`src/rtl/hex_select_ctrl.sv`:
```
// hex_select_ctrl: pushbutton-driven page select for the 7-segment display path.
// A two-flop synchroniser feeds a debounce FSM. Each accepted press advances
// the 2-bit page select (0..3, wrapping) and emits a one-cycle step pulse.
// The selected 8-bit source is registered into a snapshot that holds while
// freeze is high.
// Optional feature macro: HEX_AUTOSCROLL_EN. When it is defined, a free-running
// SCROLL_DIV counter also advances the page while the key is idle and the
// display is not frozen.
//
// state        | meaning
// -------------+-----------------------------------------------------------
// IDLE         | key released and stable; waiting for key_s to go low
// PRESS_WAIT   | key low; counting stable-low cycles before accepting
// HELD         | press accepted; holding the key does not repeat
// RELEASE_WAIT | key high; counting stable-high cycles before re-arming
module hex_select_ctrl #(
  parameter int unsigned CNT_W      = 16,
  parameter int unsigned DEBOUNCE   = 50000,
  parameter int unsigned SCROLL_DIV = 25000000
) (
  input  logic       clock,
  input  logic       reset,
  input  logic       key_n,
  input  logic       freeze,
  input  logic [7:0] in0,
  input  logic [7:0] in1,
  input  logic [7:0] in2,
  input  logic [7:0] in3,
  output logic [1:0] select,
  output logic [7:0] value,
  output logic       step
);

  typedef enum logic [1:0] {
    ST_IDLE,
    ST_PRESS_WAIT,
    ST_HELD,
    ST_RELEASE_WAIT
  } state_t;

  // The last count value before acceptance; the counter never moves past it.
  localparam logic [CNT_W-1:0] CNT_MAX = CNT_W'(DEBOUNCE - 1);

  logic             sync1_q;
  logic             sync2_q;
  logic             key_s;
  state_t           state_q, state_d;
  logic [CNT_W-1:0] cnt_q, cnt_d;
  logic             accept;
  logic             scroll_adv;
  logic             advance;
  logic [1:0]       select_q, select_d;
  logic [7:0]       value_q, value_d;
  logic             step_q, step_d;

  // Two-flop synchroniser; resets to the released level so reset never looks like a press.
  always_ff @(posedge clock or posedge reset) begin
    if (reset) begin
      sync1_q <= 1'b1;
      sync2_q <= 1'b1;
    end else begin
      sync1_q <= key_n;
      sync2_q <= sync1_q;
    end
  end

  assign key_s = sync2_q;

  // FSM state and debounce counter registers.
  always_ff @(posedge clock or posedge reset) begin
    if (reset) begin
      state_q <= ST_IDLE;
      cnt_q   <= '0;
    end else begin
      state_q <= state_d;
      cnt_q   <= cnt_d;
    end
  end

  // Debounce next-state logic; accept marks the edge where a press is taken.
  always_comb begin
    state_d = state_q;
    cnt_d   = cnt_q;
    accept  = 1'b0;
    case (state_q)
      ST_IDLE: begin
        if (!key_s) begin
          cnt_d   = '0;
          state_d = ST_PRESS_WAIT;
        end
      end
      ST_PRESS_WAIT: begin
        if (key_s) begin
          state_d = ST_IDLE;
        end else if (cnt_q == CNT_MAX) begin
          state_d = ST_HELD;
          accept  = 1'b1;
        end else begin
          cnt_d = cnt_q + 1'b1;
        end
      end
      ST_HELD: begin
        if (key_s) begin
          cnt_d   = '0;
          state_d = ST_RELEASE_WAIT;
        end
      end
      ST_RELEASE_WAIT: begin
        if (!key_s) begin
          state_d = ST_HELD;
        end else if (cnt_q == CNT_MAX) begin
          state_d = ST_IDLE;
        end else begin
          cnt_d = cnt_q + 1'b1;
        end
      end
      default: begin
        state_d = ST_IDLE;
      end
    endcase
  end

`ifdef HEX_AUTOSCROLL_EN
  localparam int unsigned SCR_W = (SCROLL_DIV > 1) ? $clog2(SCROLL_DIV) : 1;
  localparam logic [SCR_W-1:0] SCR_MAX = SCR_W'(SCROLL_DIV - 1);

  logic [SCR_W-1:0] scr_q, scr_d;
  logic             tick;

  // Scroll period counter; a press restarts the period so the user gets a full dwell.
  always_comb begin
    tick       = (scr_q == SCR_MAX);
    scroll_adv = tick && (state_q == ST_IDLE) && !freeze;
    if (accept || tick) begin
      scr_d = '0;
    end else begin
      scr_d = scr_q + 1'b1;
    end
  end

  // Scroll counter register.
  always_ff @(posedge clock or posedge reset) begin
    if (reset) begin
      scr_q <= '0;
    end else begin
      scr_q <= scr_d;
    end
  end
`else
  localparam int unsigned unused_scroll_div = SCROLL_DIV;
  assign scroll_adv = 1'b0;
`endif

  // Page advance and snapshot mux. A tick and a press can never both advance:
  // a tick only counts in IDLE and a press is only accepted in PRESS_WAIT.
  always_comb begin
    advance  = accept | scroll_adv;
    select_d = select_q + {1'b0, advance};
    step_d   = advance;
    value_d  = value_q;
    if (!freeze) begin
      case (select_d)
        2'd0:    value_d = in0;
        2'd1:    value_d = in1;
        2'd2:    value_d = in2;
        default: value_d = in3;
      endcase
    end
  end

  // Output registers; nothing combinational reaches the ports.
  always_ff @(posedge clock or posedge reset) begin
    if (reset) begin
      select_q <= 2'd0;
      value_q  <= 8'h00;
      step_q   <= 1'b0;
    end else begin
      select_q <= select_d;
      value_q  <= value_d;
      step_q   <= step_d;
    end
  end

  assign select = select_q;
  assign value  = value_q;
  assign step   = step_q;

endmodule

```
`config.mk`:
```
export PLATFORM = sky130hd
export DESIGN_NAME = hex_select_ctrl
export DESIGN_NICKNAME = d
export VERILOG_FILES = /design/src/rtl/hex_select_ctrl.sv
export SDC_FILE = /design/constraint.sdc
export NUM_CORES = 1
export LEC_CHECK = 0
export CORE_MARGIN = 1.5
export CORE_UTILIZATION = 48
export CTS_CLUSTER_DIAMETER = 120
export DETAILED_ROUTE_END_ITERATION = 8
export GPL_TIMING_DRIVEN = 0
export PLACE_DENSITY = 0.79
export SLEW_MARGIN = 40
export SYNTH_ARGS = -nofsm -noshare
export SYNTH_HDL_FRONTEND = slang
export SYNTH_SLANG_ARGS = --single-unit
```
`constraint.sdc`:
```
create_clock -name clock -period 3 [get_ports clock]
set_input_delay 0.6 -clock clock [delete_from_list [all_inputs] [get_ports clock]]
set_output_delay 0.6 -clock clock [all_outputs]
set_load 0.1 [all_outputs]
```
==> metrics.cfg <==
[run_status]
outcome=finished, final reports clean

[worst_setup_path]
timing.setup.critical_path_class=flop to flop
timing.critical_path.slowest_stage_cell=mux4_2
path_max_fanout=7
worstPathArrival_ns=3.07
cp_slowest_stage_delay_ns=0.56
critical_path.endpoint_type=flop
critPathRequiredTime_ns=3.23
critical_path.startpoint_type=flop
cp_cell_sequence=and4bb_2 > nand2_1 > nor4_1 > nand3_1 > nor3_2 > ha_2 > xnor2_2 > mux4_2 > mux2_2

[timing]
final-hold-violation-count=0
final.period_utilization=0.946
hold_ws_ns=0.362
fmax_ghz=0.352
final.min_clock_period_ns=2.84
final_max_slew_viol_count=0
tightest_slew_ns=0.767
final_setup_violation_count=0
finalSetupTns_ns=0
timing.slew.headroom=0.487
rsz0062_at_grt=false
timing.clock.skew_ns=0.00739

[floorplanning]
coreArea_um2=3390
floorplan.die.height_um=62.8
initial_core_util=0.506
num_rows=21
fp.dieArea_um2=3940
top_level_ports=47
fp.dieW_um=62.8

[routing]
detail_route.iter0.violations=65
drt_first_pass_iters=4
detail_route.vias_per_cell=5.82
antenna_violating_nets_post_route=0
post-route-drc-count=0
wl_per_cell_um=17.1
total_number_of_vias=1449
drt-total-wl_mm=4.26

[synthesis]
synth_cells=149
synth_edf_count=0
synth.distinct_cells=45
postSynthRegisterBits=31
synth_seq_area_share=0.454
syn_avg_cell_area_um2=11.5
primary_flip_flop_cell_chosen_by_synthesis_mapping=dfrtp_1
ys_async_sr_fraction=1.00
synthesis.area_um2=1720
syn-num-nets=187
yosysWarnings=0

[pwr]
peakVddDrop_v=0.000269
power_leakage_nw=0.968
powerDensity_nw_per_um2=404

[min_path]
min_path_type=flop to flop

[global_route]
antenna_found_initial=0
grt_util_all_layers=0.230
grt_first_pass_wirelength_mm=6.98
vias_in_the_first_global_route=1411
globalRoute.totalOverflow=0
pin_count_of_the_biggest_net_entering_global_routing=32

[clock_network]
clock-sinks=31
clock_latency_late_sink_ns=0.34
worst_setup_hold_path_clk_slew_ns=0.10
cts-htree-levels=2
root_buffer=clkbuf_4
clock_tree_from_tritoncts=yes
cts-root-to-sink-buffers=2
cts_buffers=5
postCtsSetupRepairBufs=0

[finish]
final_cell_count_no_fill=249
post_route_utilization=0.667
area_delta_synth_final_pct=31.8
post_route_cells_drive_above_1_share=0.276
fin_area_um2=2260
final_net_count=240
n_antenna_cell=0

[place]
hpwlAfterDp_mm=3.24
inst_count_dp=240
port_buffers=45
detailed_place.area_um2=2170
place.gp.congestion=0.945

[flow_run]
number_of_max_cap_violations=0

==> final timing paths <==
check	cells after the start	slack (ns)	start	to
min in group asynchronous	2	0.65	reset	value[4]$_DFFE_PP0N_
max in group asynchronous	2	1.94	reset	value[7]$_DFFE_PP0N_
setup / recovery	9	0.16	cnt_q[7]$_DFFE_PP0P_	value[7]$_DFFE_PP0N_
hold / removal	0	0.36	sync1_q$_DFF_PP1_	key_s$_DFF_PP1_
setup reg to reg	9	0.16	cnt_q[7]$_DFFE_PP0P_	value[7]$_DFFE_PP0N_
hold reg to reg	0	0.36	sync1_q$_DFF_PP1_	key_s$_DFF_PP1_
==> metrics by stage <==
| stage | setup slack [ns] | total power [mW] |
|---|---|---|
| floorplan | 0.309 | 0.605 |
| global placement | 0.0679 | 0.684 |
| detailed placement | 0.0166 | 0.681 |
| CTS | 0.0312 | 0.920 |
| global route | 0.0123 | 0.954 |
| finish | 0.161 | 0.913 |
==> critical path, delay by kind of cell (launching register included) <==
| kind | cells | cell delay (ns) |
|---|---|---|
| DFF | 1 | 0.46 |
| muxes | 2 | 0.83 |
| and+or+nand+nor | 5 | 0.92 |
| xor gates and xnor gates | 1 | 0.22 |
| adders and majority gates | 1 | 0.30 |
==> state kept, by name (all words and copies together) (netlist names), named ones only <==
signal and flops:
state_q 1, sync1_q 1, select 2, cnt_q 16, value 8, key_s 1, step 1
==> cells in the final DEF (no fill, tap or decap), types with 2 or more instances in the layout <==
master	synthesis	final
dfrtp_1	29	29
clkbuf_4	0	5
dfstp_2	2	2
nand3_1	6	5
nand3_2	1	2
nand4_1	3	3
nor4_1	4	4
buf_6	2	2
a22o_1	3	3
nand2_1	17	17
nor4b_1	2	2
clkbuf_2	2	2
mux2_2	9	9
clkinv_2	0	3
and3_1	3	3
mux4_2	8	8
mux2i_1	2	2
inv_1	5	4
a31oi_1	3	3
buf_1	2	2
o21ai_0	6	6
clkdlybuf4s50_1	0	34
a21oi_1	4	4
nor2_1	5	5
buf_2	1	12
nor3_1	4	3
o31ai_1	2	2
xnor2_1	3	3
==> power breakdown <==
part           leakage [nW]  switching (mW)  total, mW  internal, mW
registers             0.403          0.0226      0.465         0.442
clock network        0.0347           0.153      0.240        0.0870
logic                 0.530           0.128      0.209        0.0810
==> Yosys cell counts, types with 3 or more instances <==
cell | n | area share
nand3_1 | 6 | 0.018
inv_1 | 5 | 0.011
and3_1 | 3 | 0.011
nor3_1 | 4 | 0.012
a22o_1 | 3 | 0.015
mux4_2 | 8 | 0.11
o21ai_0 | 6 | 0.018
nand4_1 | 3 | 0.011
nor4_1 | 4 | 0.015
dfrtp_1 | 29 | 0.42
a21oi_1 | 4 | 0.012
mux2_2 | 9 | 0.059
xnor2_1 | 3 | 0.015
nor2_1 | 5 | 0.011
nand2_1 | 17 | 0.037
a31oi_1 | 3 | 0.011
==> layout make-up <==
| cell class | count | area (um^2) |
|---|---|---|
| tap | 46 | 57.6 |
| multi-input combinational | 107 | 913 |
| buffer | 7 | 45.0 |
| clock buffer | 5 | 37.5 |
| inverter | 5 | 18.8 |
| clock inverter | 3 | 15.0 |
| fill | 261 | 1130 |
| timing repair buffer | 45 | 395 |
| sequential | 31 | 778 |
==> routing by layer <==
layer  vias up  track usage  routed length (um)
li1        669            -                   -
met1       732        0.296                1690
met2        41        0.388                2330
met3         7       0.0486                 180
met4         0       0.0750                  64
met5         -            0                   0
==> logic make-up after synthesis <==
| family | Yosys count | share of synthesized area |
|---|---|---|
| AO/OA/AOI/OAI | 24 | 0.0934 |
| XOR/XNOR | 5 | 0.0299 |
| adder cells (fa/ha/maj) | 2 | 0.0146 |
| buffers and inverters | 12 | 0.0372 |
| flip-flops | 31 | 0.454 |
| multiplexers | 19 | 0.176 |
| AND/OR/NAND/NOR | 56 | 0.195 |
==> repair_timing <==
action | CTS | global route
gates resized for setup | 1 | 3
hold buffers | 0 | 0
cloned | 0 | 1
pin swaps | 0 | 1
setup endpoints to repair | 3 | 8
Power figures use the tool's default switching activity.
